### src/rtl/sif_mult_half_fp_arb.sv
// sif_mult_half_fp_arb: round-robin arbiter sharing one fp16 multiplier among NUM_REQ requesters
module sif_mult_half_fp_arb #(
    parameter int NUM_REQ = 4,
    parameter int DATA_W  = 16,
    parameter int MAX_OUT = 8
) (
    input  logic                      clk,
    input  logic                      rst,
    input  logic [NUM_REQ-1:0]        req_vld,
    input  logic [NUM_REQ*DATA_W-1:0] req_a_dat,
    input  logic [NUM_REQ*DATA_W-1:0] req_b_dat,
    output logic [NUM_REQ-1:0]        req_rdy,
    output logic [NUM_REQ-1:0]        rsp_vld,
    output logic [DATA_W-1:0]         rsp_dat,
    input  logic [NUM_REQ-1:0]        rsp_rdy,
    output logic                      mul_A_vld,
    output logic [DATA_W-1:0]         mul_A_dat,
    input  logic                      mul_A_rdy,
    output logic                      mul_B_vld,
    output logic [DATA_W-1:0]         mul_B_dat,
    input  logic                      mul_B_rdy,
    input  logic                      mul_P_vld,
    input  logic [DATA_W-1:0]         mul_P_dat,
    output logic                      mul_P_rdy,
    output logic                      busy,
    output logic                      err
);
    localparam int PW = $clog2(NUM_REQ);
    localparam int OW = $clog2(MAX_OUT + 1);
    localparam int FW = $clog2(MAX_OUT);

    logic [PW-1:0] ptr, gnt_idx, head;
    logic [PW-1:0] tag_mem [MAX_OUT];
    logic [PW:0]   cand;
    logic [FW-1:0] wr_ptr, rd_ptr;
    logic [OW-1:0] outstanding;
    logic          gnt_any, a_pend, b_pend, can_acc, accept, fifo_empty, pop;

    // Reverse scan so the nearest requester after ptr is the last one written.
    always_comb begin
        gnt_any = 1'b0;
        gnt_idx = '0;
        cand    = '0;
        for (int k = NUM_REQ - 1; k >= 0; k--) begin
            cand = {1'b0, ptr} + (PW+1)'(k);
            cand = (cand >= (PW+1)'(NUM_REQ)) ? cand - (PW+1)'(NUM_REQ) : cand;
            if (req_vld[cand[PW-1:0]]) begin
                gnt_any = 1'b1;
                gnt_idx = cand[PW-1:0];
            end
        end
    end

    assign can_acc    = (~a_pend | mul_A_rdy) & (~b_pend | mul_B_rdy) & (outstanding < OW'(MAX_OUT));
    assign accept     = gnt_any & can_acc;
    assign req_rdy    = accept ? NUM_REQ'(1) << gnt_idx : '0;
    assign mul_A_vld  = a_pend;
    assign mul_B_vld  = b_pend;
    assign fifo_empty = outstanding == '0;
    assign head       = tag_mem[rd_ptr];
    assign rsp_vld    = (mul_P_vld & ~fifo_empty) ? NUM_REQ'(1) << head : '0;
    assign rsp_dat    = mul_P_dat;
    assign mul_P_rdy  = fifo_empty | rsp_rdy[head];
    assign pop        = mul_P_vld & ~fifo_empty & rsp_rdy[head];
    assign busy       = ~fifo_empty;

    always_ff @(posedge clk) begin
        if (rst) begin
            ptr         <= '0;
            a_pend      <= 1'b0;
            b_pend      <= 1'b0;
            outstanding <= '0;
            wr_ptr      <= '0;
            rd_ptr      <= '0;
            err         <= 1'b0;
        end else begin
            if (accept) ptr <= (gnt_idx == PW'(NUM_REQ - 1)) ? '0 : gnt_idx + 1'b1;
            a_pend      <= accept | (a_pend & ~mul_A_rdy);
            b_pend      <= accept | (b_pend & ~mul_B_rdy);
            if (accept) wr_ptr <= wr_ptr + 1'b1;
            if (pop) rd_ptr <= rd_ptr + 1'b1;
            outstanding <= outstanding + OW'(accept) - OW'(pop);
            // A product with no owner is a leftover from before a reset: drain it and flag.
            if (mul_P_vld & fifo_empty) err <= 1'b1;
        end
    end

    always_ff @(posedge clk) begin
        if (accept) begin
            mul_A_dat       <= req_a_dat[gnt_idx*DATA_W +: DATA_W];
            mul_B_dat       <= req_b_dat[gnt_idx*DATA_W +: DATA_W];
            tag_mem[wr_ptr] <= gnt_idx;
        end
    end
endmodule

### config.mk
export PLATFORM = sky130hd
export DESIGN_NAME = sif_mult_half_fp_arb
export DESIGN_NICKNAME = d
export VERILOG_FILES = /design/src/rtl/sif_mult_half_fp_arb.sv
export SDC_FILE = /design/constraint.sdc
export NUM_CORES = 1
export LEC_CHECK = 0
export ABC_CLOCK_PERIOD_IN_PS = 3850
export BUFFER_PORTS_ARGS = -buffer_cell sky130_fd_sc_hd__buf_2
export CAP_MARGIN = 20
export CORE_MARGIN = 2
export CORE_UTILIZATION = 46
export CTS_BUF_LIST = sky130_fd_sc_hd__clkbuf_4
export DETAILED_ROUTE_END_ITERATION = 10
export PLACE_DENSITY_LB_ADDON = 0.12
export REMOVE_ABC_BUFFERS = 1
export SLEW_MARGIN = 20
export SYNTH_ARGS = -nofsm -noshare
export SYNTH_HDL_FRONTEND = slang
export SYNTH_SLANG_ARGS = --single-unit
### constraint.sdc
create_clock -name clk -period 3.85 [get_ports clk]
set_input_delay 0 -clock clk [delete_from_list [all_inputs] [get_ports clk]]
set_output_delay 0 -clock clk [all_outputs]
set_load 0.01 [all_outputs]
Word-level counts from Yosys, hierarchy flattened
Memories as Yosys holds them, arrays and structs flattened. A register that Yosys moved wholly into a read port is not among the register bits.
Index checks and enable logic that the tools add are counted.
{"block": "word_totals", "output_inout_bits": 61, "in_bits": 157, "mem_count": 1, "ramBits": 16, "elab_cells": 85, "register_bits": 47}
{"block": "op_classes", "add_sub_neg": 12, "reduce_logical": 1, "magnitude_cmp": 10, "n_eq_ne": 1, "shifts": 4, "mux": 29, "bitwise": 18}
{"memory": "tag_mem", "words": 8, "width": 2, "rd": 1, "rd_ports_with_merged_regs": 1, "write_ports": 1, "line_no": "33", "rtl": "logic [PW-1:0] tag_mem [MAX_OUT];"}
{"cell": "64-bit by 7-bit variable part select with 16-bit output", "n": 2}
{"cell": "2-bit two-way mux", "n": 9}
{"cell": "2-bit by 3-bit less-than comparator with 1-bit output, second input constant", "n": 5}
{"cell": "1-bit two-way mux", "n": 11}
{"cell": "1-bit binary-select mux with 2-bit select", "n": 5}
{"cell": "3-bit greater-or-equal comparator, second input constant", "n": 3}
{"cell": "1-bit AND", "n": 8}
{"cell": "4-bit two-way mux", "n": 2}
{"cell": "1-bit by 2-bit << shifter with 4-bit output, first input constant", "n": 2}
{"cell": "2-bit by 1-bit subtractor with 2-bit output, second input constant", "n": 4}
{"cell": "2-bit by 2-bit adder with 3-bit output, second input constant", "n": 2}
{"cell": "3-bit by 1-bit adder with 3-bit output, second input constant", "n": 2}
{"cell": "3-bit two-way mux", "n": 2}
{"cell": "1-bit NOT", "n": 5}
{"cell": "1-bit OR", "n": 5}
{"cell": "4-bit by 1-bit adder with 4-bit output", "n": 1}
{"cell": "4-bit zero test", "n": 1}
{"cell": "4-bit less-than comparator, second input constant", "n": 1}
{"cell": "4-bit by 1-bit subtractor with 4-bit output", "n": 1}
{"cell": "2-bit by 1-bit adder with 3-bit output, second input constant", "n": 1}
{"cell": "2-bit by 3-bit greater-or-equal comparator with 1-bit output, second input constant", "n": 1}
{"cell": "2-bit by 1-bit adder with 2-bit output, second input constant", "n": 1}
{"cell": "2-bit == test, second input constant", "n": 1}

Logic depth before layout (Yosys ltp)
Gate-level depths: netlist of run 1.
{"block": "logic_depth", "ltp_word": 12, "mapped_depth": 11, "depth_no_buf": 11}

Least setup slack after synthesis of run 1
Ideal clock, no wire load.
{"block": "synth_timing", "path_kind": "flip-flop to flip-flop", "startpoint": "register a_pend (netlist: mul_A_vld)", "endpoint": "register outstanding[2]", "t_arrival_ns": 2.903, "n_path_buf": 2, "path_slack_ns": 0.819, "path_stages_with_launch": 11, "cell_sequence": "dfxtp_1 nand2b_1 and4_1 clkbuf_1 clkbuf_1 xnor2_1 ha_1 inv_1 fa_1 xor2_1 nor2_1"}
{"block": "synth_via", "elab_chain_len": 7}
{"element": "from (decl)", "line_no": "37", "rtl": "logic gnt_any, a_pend, b_pend, can_acc, accept, fifo_empty, pop;"}
{"element": "from (signal assigned)", "line_no": "78", "rtl": "a_pend <= accept | (a_pend & ~mul_A_rdy);"}
{"element": "1-bit NOT", "line_no": "54", "rtl": "assign can_acc = (~a_pend | mul_A_rdy) & (~b_pend | mul_B_rdy) & (outstanding < OW'(MAX_OUT));"}
{"element": "1-bit OR", "line_no": "54"}
{"element": "1-bit AND (2 in series)", "line_no": "54"}
{"element": "1-bit AND", "line_no": "55", "rtl": "assign accept = gnt_any & can_acc;"}
{"element": "named net accept", "line_no": "37"}
{"element": "4-bit by 1-bit adder with 4-bit output", "line_no": "82", "rtl": "outstanding <= outstanding + OW'(accept) - OW'(pop);"}
{"element": "4-bit by 1-bit subtractor with 4-bit output", "line_no": "82"}
{"element": "to (signal assigned)", "line_no": "82"}
{"element": "to (decl)", "line_no": "36", "rtl": "logic [OW-1:0] outstanding;"}
The timed path passes the listed nets, and every way through them passes these cells.
A chain may end at the register's enable or synchronous reset.

Worst setup path after layout of run 1
{"block": "layout_timing", "startpoint": "register ptr[1]", "endpoint": "register mul_B_dat[1], data pin"}
{"block": "layout_via", "elab_chain_len": 10, "elab_cells_between_ends": 28, "classes_between": "add/sub (7); order compare (4); shift (1); mux (16)"}
{"element": "from (decl)", "line_no": "32", "rtl": "logic [PW-1:0] ptr, gnt_idx, head;"}
{"element": "from (signal assigned)", "line_no": "77", "rtl": "if (accept) ptr <= (gnt_idx == PW'(NUM_REQ - 1)) ? '0 : gnt_idx + 1'b1;"}
{"element": "2-bit by 2-bit adder with 3-bit output", "line_no": "45", "rtl": "cand = {1'b0, ptr} + (PW+1)'(k);"}
{"element": "3-bit greater-or-equal comparator / 2-bit by 1-bit subtractor with 2-bit output (equally long branches)", "line_no": "46", "rtl": "cand = (cand >= (PW+1)'(NUM_REQ)) ? cand - (PW+1)'(NUM_REQ) : cand;"}
{"element": "2-bit two-way mux", "line_no": "46"}
{"element": "1-bit binary-select mux with 2-bit select", "line_no": "47", "rtl": "if (req_vld[cand[PW-1:0]]) begin"}
{"element": "1-bit two-way mux (implied by the code)", "line_no": "47"}
{"element": "2-bit two-way mux (3 in series)", "line_no": "47"}
{"element": "2-bit two-way mux (*)", "line_no": "47"}
{"element": "64-bit by 7-bit variable part select with 16-bit output (*)", "line_no": "91", "rtl": "mul_B_dat <= req_b_dat[gnt_idx*DATA_W +: DATA_W];"}
{"element": "to (signal assigned)", "line_no": "91"}
{"element": "to (decl)", "line_no": "20", "rtl": "output logic [DATA_W-1:0] mul_B_dat,"}
Mark *: on every way between the ends. The rest lies on a longest branch, timed or not. The select of a mux whose other input is x is not followed.

==> results of run 1 <==
[timing repair]
action	4_1_cts	5_1_grt
setup endpoints to repair	0	0
hold buffers	93	0
buffers inserted	0	0
hold endpoints to repair	40	0
[cell usage after synthesis, types with 3 or more instances]
| library cell | instances |
|---|---|
| o22ai_1 | 3 |
| buf_4 | 16 |
| buf_1 | 3 |
| mux2i_1 | 99 |
| a21oi_1 | 8 |
| xnor2_1 | 3 |
| mux2_1 | 6 |
| nand2b_1 | 9 |
| nor2_1 | 19 |
| nand2_1 | 6 |
| inv_1 | 11 |
| clkbuf_1 | 8 |
| dfxtp_1 | 18 |
| nor2b_1 | 6 |
| and2_1 | 4 |
| buf_2 | 4 |
| ha_1 | 10 |
| edfxtp_1 | 48 |
[power by group through the flow]
| stage | logic (uW) | registers [uW] | clock network (uW) |
|---|---|---|---|
| 2_1_floorplan | 911 | 1260 | 0 |
| 3_3_place_gp | 1330 | 1170 | 0 |
| 3_5_place_dp | 1360 | 1180 | 0 |
| 4_1_cts | 1630 | 1160 | 533 |
| 5_1_grt | 1790 | 1190 | 556 |
| 6_report | 1630 | 1160 | 526 |
[cell type report]
class / count / area [sq um] / share of cell area
diodes: 2 / 5.00 / 0.000861
clock buffers: 9 / 67.6 / 0.0116
clock inverters: 7 / 93.8 / 0.0161
inverters: 12 / 45.0 / 0.00775
multi-input cells: 195 / 1770 / 0.305
flip-flops and latches: 66 / 1800 / 0.310
well taps: 105 / 131 / 0.0226
repair buffers: 281 / 1890 / 0.326
[metal layers]
metal,GRT usage,vias up,part of all wire
met2,0.435,138,0.53
met3,0.107,20,0.095
met5,0.0536,-,0.0072
li1,-,1614,-
met4,0.0954,4,0.017
met1,0.230,1567,0.35
[registers in the layout (all words and copies together), names as in the netlist, named ones only]
| register | flops |
|---|---|
| wr_ptr | 3 |
| mul_A_dat | 16 |
| ptr | 2 |
| mul_A_vld | 1 |
| err | 1 |
| mul_B_vld | 1 |
| tag_mem | 16 |
| mul_B_dat | 16 |
| rd_ptr | 3 |
| outstanding | 4 |
[worst max path at each step]
stage                    from             end  slack [ps]
finish                 ptr[1]    mul_B_dat[1]         280
global route           ptr[1]    mul_A_dat[2]         130
CTS                    ptr[1]    mul_A_dat[7]         360
detailed placement  flip-flop  outstanding[2]         720
global placement    flip-flop  outstanding[2]         780
floorplan              ptr[0]          ptr[1]       -2990
[logic make-up (layout without fill, tap and decap cells)]
logic type,after synthesis,after routing,share of synthesized area
multiplexers,112,112,0.316
flip-flops,66,66,0.476
AND/OR/NAND/NOR,53,53,0.0740
buffers and inverters,44,309,0.0628
AO/OA/AOI/OAI,14,14,0.0215
adder cells (fa/ha/maj),11,11,0.0383
XOR/XNOR,5,5,0.0116
other,0,2,0
[critical path, cell delays in order (launching register included)]
cell           delay (ps)
dfxtp_1               490
a21o_1                160
a21oi_1                90
o22ai_4               680
buf_12                390
mux2i_1               260
dlygate4sd3_1         580
mux2i_1                70
dlygate4sd3_1         580
[placed cells by master, fill, tap and decap left out, drive strengths merged]
cell type    instances
dlygate4sd3         93
nor2b                6
diode                2
buf                188
ha                  10
mux2i               99
fa                   1
mux4                 4
nand3                2
nand2b               9
nor3b                1
xnor2                3
nor2                19
o22ai                3
clkinv               4
a21oi                8
and3                 1
edfxtp              48
clkbuf               9
inv                 11
clkinvlp             2
nor3                 2
and2                 4
and4                 1
nand2                7
a211oi               1
or4                  1
dfxtp               18
xor2                 2
a21o                 2
bufinv               2
mux2                 9
[stage by stage]
step / util / power, uW / instance area (sq um)
after floorplan: - / 2170 / 3590
after global placement: 0.582 / 2500 / 4710
after global routing: 0.718 / 3530 / 5810
final: 0.718 / 3320 / 5810
after CTS: 0.717 / 3330 / 5810
after detailed placement: 0.582 / 2540 / 4710
==> out/metrics.yaml, run 1 <==
setup_viol: 0
worst_slack_ps: 276
fin_cells: 677
die_h_microns: 94.7
drt_wl_total_microns: 10800
rows: 33
status: "finished clean"
yosys.area.top_type: "edfxtp_1"
synth.avg_cell_area_sq_um: 12.4
nets: 733
fin_worst_skew_ps: 14.5
cts.sinks: 66
swShare: 0.345
ios: 218
combPwrFrac: 0.492
vias: 3343
clkTransAtPathRegs_ps: 110
yosysTopAreaCellShare: 0.381
numPlacedInstances: 566
worst_r2r_endpoint: "mul_B_dat[1]"
ys_warn_count: 0
end_kind: "flip-flop"
p_seq_frac: 0.350
pwr-share-clk: 0.158
hold_viol_final: 0
hold_depth: 0
start_kind: "flip-flop"
cp.arrival_ps: 3720
dp_hpwl_microns: 7070
ant_nets: 0
grt_max_degree: 49
clkLatencyLatePin_ps: 400
grt_pass1_wl_microns: 16000
globalplace.congestion: 0.733
synth-seq-cells: 66
cts_buffers: 9
viasPerCell: 4.94
finalMaxSlewViolations: 0
hp-class: "primary input to primary output"
dieWidth_microns: 94.7
htreeDepth: 3
place_ws_ps: 719
regToRegStartpoint: "ptr[1]"
ir_drop_mv: 0.297
first_global_vias: 3487
setup_tns_ps: 0
drt_iter0_markers: 55
port_buffers: 185
ctsRootBufferMaster: "clkbuf_4"
yosysSeqAreaShare: 0.476
power_density_mw_per_mm2: 571
rsz0062_at_grt: "false"
rr_worst_depth: 8
initial_core_util: 0.468
leakage_uw: 0.00288
cp.required_ps: 4000
ys_types: 36
synth-async-reset-ratio: 0
p_int_uw: 2180
fillers: 592
detail_route.wl_per_cell_microns: 15.9
crit_type: "flip-flop to flip-flop"
tightest_slew_ps: 897
slew_headroom: 0.402
dr.pass1.iters: 4
r2r_slack_ps: 280
synth_area_sq_mm: 0.00379
cts.path.max_buffers: 2
worstHoldEndpoint: "rsp_dat[6]"
cts_tree: "built"
dieArea_sq_mm: 0.00898
post-route-period-util: 0.928
ys.flop_type: "edfxtp_1"
fin_crit_ps: 3570
switchingPower_uw: 1140
cts_resized: 0
coreArea_sq_mm: 0.00809
synthCells: 305
synth.area.top_cells: "edfxtp_1, mux2i_1, dfxtp_1, ha_1, buf_4"
min_from: "mul_P_dat[6]"
max_freq_ghz: 0.280
crit_path_max_fanout: 48
grt_overflow: 0
maxCapViolCount: 0
drc_errors: 0
grt.total_usage: 0.239
post_route_cells_drive_above_1_share: 0.377
antenna_found_initial: 3
whs_ps: 0.0695
synth_edf_count: 48
area_delta_synth_final_pct: 53.4
No activity file was read; power rests on OpenSTA's default activity.
==> run 2: changes to the inputs <==
Settings changed: REMOVE_ABC_BUFFERS 1 to not set.
==> out/metrics.yaml, run 2 (synthesized netlist as in run 1, its figures left out) <==
coreArea_sq_mm: 0.00809
combPwrFrac: 0.507
postCtsSetupBuffers: 0
hp-class: "primary input to primary output"
whs_ps: 0.00445
power_density_mw_per_mm2: 559
nets: 744
pwr-share-clk: 0.139
ios: 218
dieWidth_microns: 94.7
cp.required_ps: 4010
cts_buffers: 9
cts_tree: "built"
cts.sinks: 66
syn_nets: 473
grt.total_usage: 0.229
setup_viol: 0
post-route-period-util: 0.931
regToRegStartpoint: "ptr[1]"
drt_wl_total_microns: 10100
globalplace.congestion: 0.797
maxCapViolCount: 0
p_int_uw: 2140
place_ws_ps: 738
min_from: "mul_P_dat[1]"
ir_drop_mv: 0.316
rsz0062_at_grt: "false"
post_route_cells_drive_above_1_share: 0.370
setup_tns_ps: 0
end_kind: "flip-flop"
start_kind: "flip-flop"
layout.cells.most_common: "buf_2"
switchingPower_uw: 1150
crit_type: "flip-flop to flip-flop"
status: "finished clean"
antenna_found_initial: 1
cts_resized: 0
max_freq_ghz: 0.279
dieArea_sq_mm: 0.00898
reg_top3: "mul_A_dat x16, mul_B_dat x16, tag_mem x16"
most-common-layout-cells: "buf_2, dlygate4sd3_1, mux2i_1"
area_delta_synth_final_pct: 55.5
p_seq_frac: 0.354
tightest_slew_ps: 1050
initial_core_util: 0.468
detail_route.wl_per_cell_microns: 14.8
crit_start: "ptr[1]"
clkLatencyLatePin_ps: 410
finalMaxSlewViolations: 0
die_h_microns: 94.7
ctsRootBufferMaster: "clkbuf_4"
fin_worst_skew_ps: 12.5
dr.pass1.iters: 4
first_global_vias: 3424
clkTransAtPathRegs_ps: 110
drc_errors: 0
rows: 33
hold_viol_final: 0
grt_pass1_wl_microns: 15600
drt_iter0_markers: 82
port_buffers: 185
dp_hpwl_microns: 6570
vias: 3335
viasPerCell: 4.85
fin_area_sq_mm: 0.00589
worst_slack_ps: 266
fin_crit_ps: 3580
leakage_uw: 0.00292
grt_overflow: 0
htreeDepth: 3
crit_path_max_fanout: 33
slew_headroom: 0.303
swShare: 0.350
fillers: 588
ant_nets: 0
placed_area_sq_mm: 0.00472
cp.arrival_ps: 3750
grt_max_degree: 34
cts.path.max_buffers: 2
## run 2: cell types whose count changed in the layout (fill, tap and decap cells not counted), sizes merged
cell / delta
inv: +1
diode: -1
bufinv: -1
dlygate4sd3: +10
buf: +1
## run 2: timing repair
action | in CTS | in global routing
endpoints found under the setup margin | 0 | 0
endpoints found under the hold margin | 44 | 0
hold buffers | 103 | 0
## run 2: critical path: stages (launching register included)
cell,delay (ps)
dfxtp_1,490
a21o_1,150
a21oi_1,90
o22ai_4,780
buf_12,330
mux2i_1,210
dlygate4sd3_1,580
mux2i_1,70
dlygate4sd3_1,610
## run 2: layout make-up
type	count	area (sq um)	area share
Tap cell	105	131	0.0223
Multi-Input combinational cell	195	1770	0.301
Timing Repair Buffer	292	2000	0.339
Inverter	12	45.0	0.00765
Clock inverter	7	67.6	0.0115
Clock buffer	9	67.6	0.0115
Sequential cell	66	1800	0.306
Antenna cell	1	2.50	0.000425
## run 2: final timing paths
check                           slack [ps]  cells past startpoint      endpoint
worst max-delay path                   270                      8  mul_A_dat[3]
worst min-delay path                 0.004                      0    rsp_dat[1]
worst max register to register         270                      8  mul_A_dat[3]
worst min register to register         520                      2     rd_ptr[1]
## run 2: power groups by stage
stage          clock (uW)  sequential, uW  combinational [uW]
2_1_floorplan           0            1250                 856
3_3_place_gp            0            1170                1340
3_5_place_dp            0            1180                1360
4_1_cts               473            1170                1660
5_1_grt               498            1190                1820
6_report              459            1170                1670
## run 2: stage by stage
stage / util / cells / total power (uW)
after floorplan: - / 305 / 2110
after global placement: 0.583 / 567 / 2510
after detailed placement: 0.583 / 567 / 2540
after CTS: 0.727 / 686 / 3300
after global routing: 0.728 / 687 / 3510
final: 0.728 / 687 / 3290
## run 2: per-layer routing
metal	global-route usage	up-vias	part of all wire	wire [microns]
met3	0.0646	28	0.067	683
met2	0.433	126	0.54	5510
met4	0.104	0	0.031	316
met1	0.231	1546	0.36	3640
met5	0	-	0	0
li1	-	1635	-	-
==> run 3: changes to the inputs <==
Settings changed: ABC_AREA set to 1, CORE_UTILIZATION 46 to 48.
==> out/metrics.yaml, run 3 <==
first_global_vias: 4438
clkTransAtPathRegs_ps: 120
ir_drop_mv: 0.466
dieWidth_microns: 99.0
maxCapViolCount: 0
slew_headroom: 0.629
grt.total_usage: 0.247
leakage_uw: 0.00355
die_h_microns: 99.0
finalMaxSlewViolations: 0
synth_edf_count: 48
syn_nets: 798
yosys.area.top_type: "edfxtp_1"
vias: 4729
yosysSeqAreaShare: 0.416
rsz0062_at_grt: "false"
cts.path.max_buffers: 2
slowest_delay_ps: 630
hold_viol_final: 0
most-common-layout-cells: "nand2_1, buf_2, inv_1"
dp_hpwl_microns: 8130
rows: 34
htreeDepth: 3
fillers: 678
whs_ps: 0.00326
end_kind: "flip-flop"
cts_tree: "built"
reg_top3: "mul_A_dat x16, mul_B_dat x16, tag_mem x16"
clkLatencyLatePin_ps: 400
max_freq_ghz: 0.281
fin_worst_skew_ps: 21.1
antenna_found_initial: 0
cts.sinks: 66
antennaDiodeCount: 0
synth-seq-cells: 66
fin_crit_ps: 3560
port_buffers: 185
tightest_slew_ps: 553
viasPerCell: 4.69
ant_nets: 0
post_route_cells_drive_above_1_share: 0.246
coreArea_sq_mm: 0.00872
path_cells: "xnor2_1, nand2_1, o21ai_1, inv_2, nand2_2, nand2_1, nand2_1, nand2_2, inv_2, buf_12, nand2_1, nand3_1, dlygate4sd3_1, nand2_1, dlygate4sd3_1"
yosysMostFrequentCell: "nand2_1"
synth.avg_cell_area_sq_um: 6.88
ctsRootBufferMaster: "clkbuf_4"
status: "finished clean"
synth.area.top_cells: "edfxtp_1, nand2_1, inv_1, dfxtp_1, nand3_1"
power.total_uw: 5630
globalplace.congestion: 0.904
ys_types: 28
grt_max_degree: 76
grt_pass1_wl_microns: 19600
crit_type: "flip-flop to flip-flop"
post-route-period-util: 0.924
drt_iter0_markers: 230
hp-class: "primary input to primary output"
synthCells: 630
yosysTopAreaCellShare: 0.333
crit_path_max_fanout: 41
layout.cells.most_common: "nand2_1"
ys_warn_count: 0
cpMaxStageDelayCell: "dfxtp_1"
power_density_mw_per_mm2: 884
setup_viol: 0
drt_wl_total_microns: 12300
worst_path_most_repeated_cell: "nand2_1"
grt_overflow: 0
initial_core_util: 0.497
cp.arrival_ps: 3730
setup_tns_ps: 0
dieArea_sq_mm: 0.00981
detail_route.wl_per_cell_microns: 12.2
dr.pass1.iters: 5
nets: 1063
drc_errors: 0
ios: 218
area_delta_synth_final_pct: 46.9
ys.flop_type: "edfxtp_1"
synth_area_sq_mm: 0.00433
cp.required_ps: 4020
ys_top_cells_by_count: "nand2_1, inv_1, edfxtp_1"
cts_buffers: 9
start_kind: "flip-flop"
synth-async-reset-ratio: 0
==> run 3: logic make-up after synthesis <==
kind of cell / count (synthesis) / share of synthesized area
xor gates and xnor gates: 3 / 0.00606
adders and majority gates: 11 / 0.0335
and+or+nand+nor: 372 / 0.344
DFF: 66 / 0.416
buffers and inverters: 152 / 0.167
AOI/OAI and AO/OA: 26 / 0.0338
==> run 3: worst paths after layout <==
kind | slack, ps | startpoint | to | cells past startpoint
worst max-delay path | 290 | ptr[0] | mul_B_dat[10] | 15
worst max register to register | 290 | ptr[0] | mul_B_dat[10] | 15
worst min register to register | 510 | wr_ptr[0] | wr_ptr[0] | 2
worst min-delay path | 0.003 | mul_P_dat[8] | rsp_dat[8] | 0
==> run 3: power breakdown <==
part           internal, uW  leakage [uW]  switching (uW)
Combinational          1690       0.00283            1980
Clock                   329     0.0000999             261
Sequential             1240      0.000612             123
Total                  3260       0.00355            2370
==> run 3: worst max-delay path, delay by kind of cell (launching register included) <==
family / cells / cell delay, ps
XOR/XNOR: 1 / 220
AO/OA/AOI/OAI: 1 / 100
buffers and inverters: 5 / 1800
flip-flops: 1 / 630
AND/OR/NAND/NOR: 8 / 560
==> run 3: per-stage QoR <==
stage          instance area (sq um)  worst slack (ps)  cells   util
2_1_floorplan                   4330              1050    630      -
3_3_place_gp                    5140              1060    889  0.589
3_5_place_dp                    5140               907    889  0.589
4_1_cts                         6340               137   1007  0.727
5_1_grt                         6370              25.1   1008  0.730
6_report                        6370               292   1008  0.730
==> run 3: what timing repair did <==
| action | 4_1_cts | 5_1_grt |
|---|---|---|
| hold buffers | 102 | 0 |
| resized for setup | 0 | 1 |
| setup endpoints to repair | 0 | 1 |
| endpoints found under the hold margin | 45 | 0 |
| setup buffers | 0 | 0 |
==> run 3: area by class of cell <==
class,instances,area (sq um),area share
clock inverter,7,118,0.0185
clock buffer,9,67.6,0.0106
multi-input combinational,412,1810,0.284
tap,108,135,0.0212
sequential,66,1800,0.283
inverter,112,420,0.0660
timing repair buffer,294,2020,0.317
==> run 3: routing by layer <==
metal  vias to the layer above  track usage  part of all wire  wire [microns]
li1                       2427            -                 -               -
met1                      2115        0.275              0.39            4770
met2                       159        0.451              0.52            6440
met3                        28       0.0617             0.067             829
met4                         0       0.0927             0.022             265
met5                         -            0                 0               0
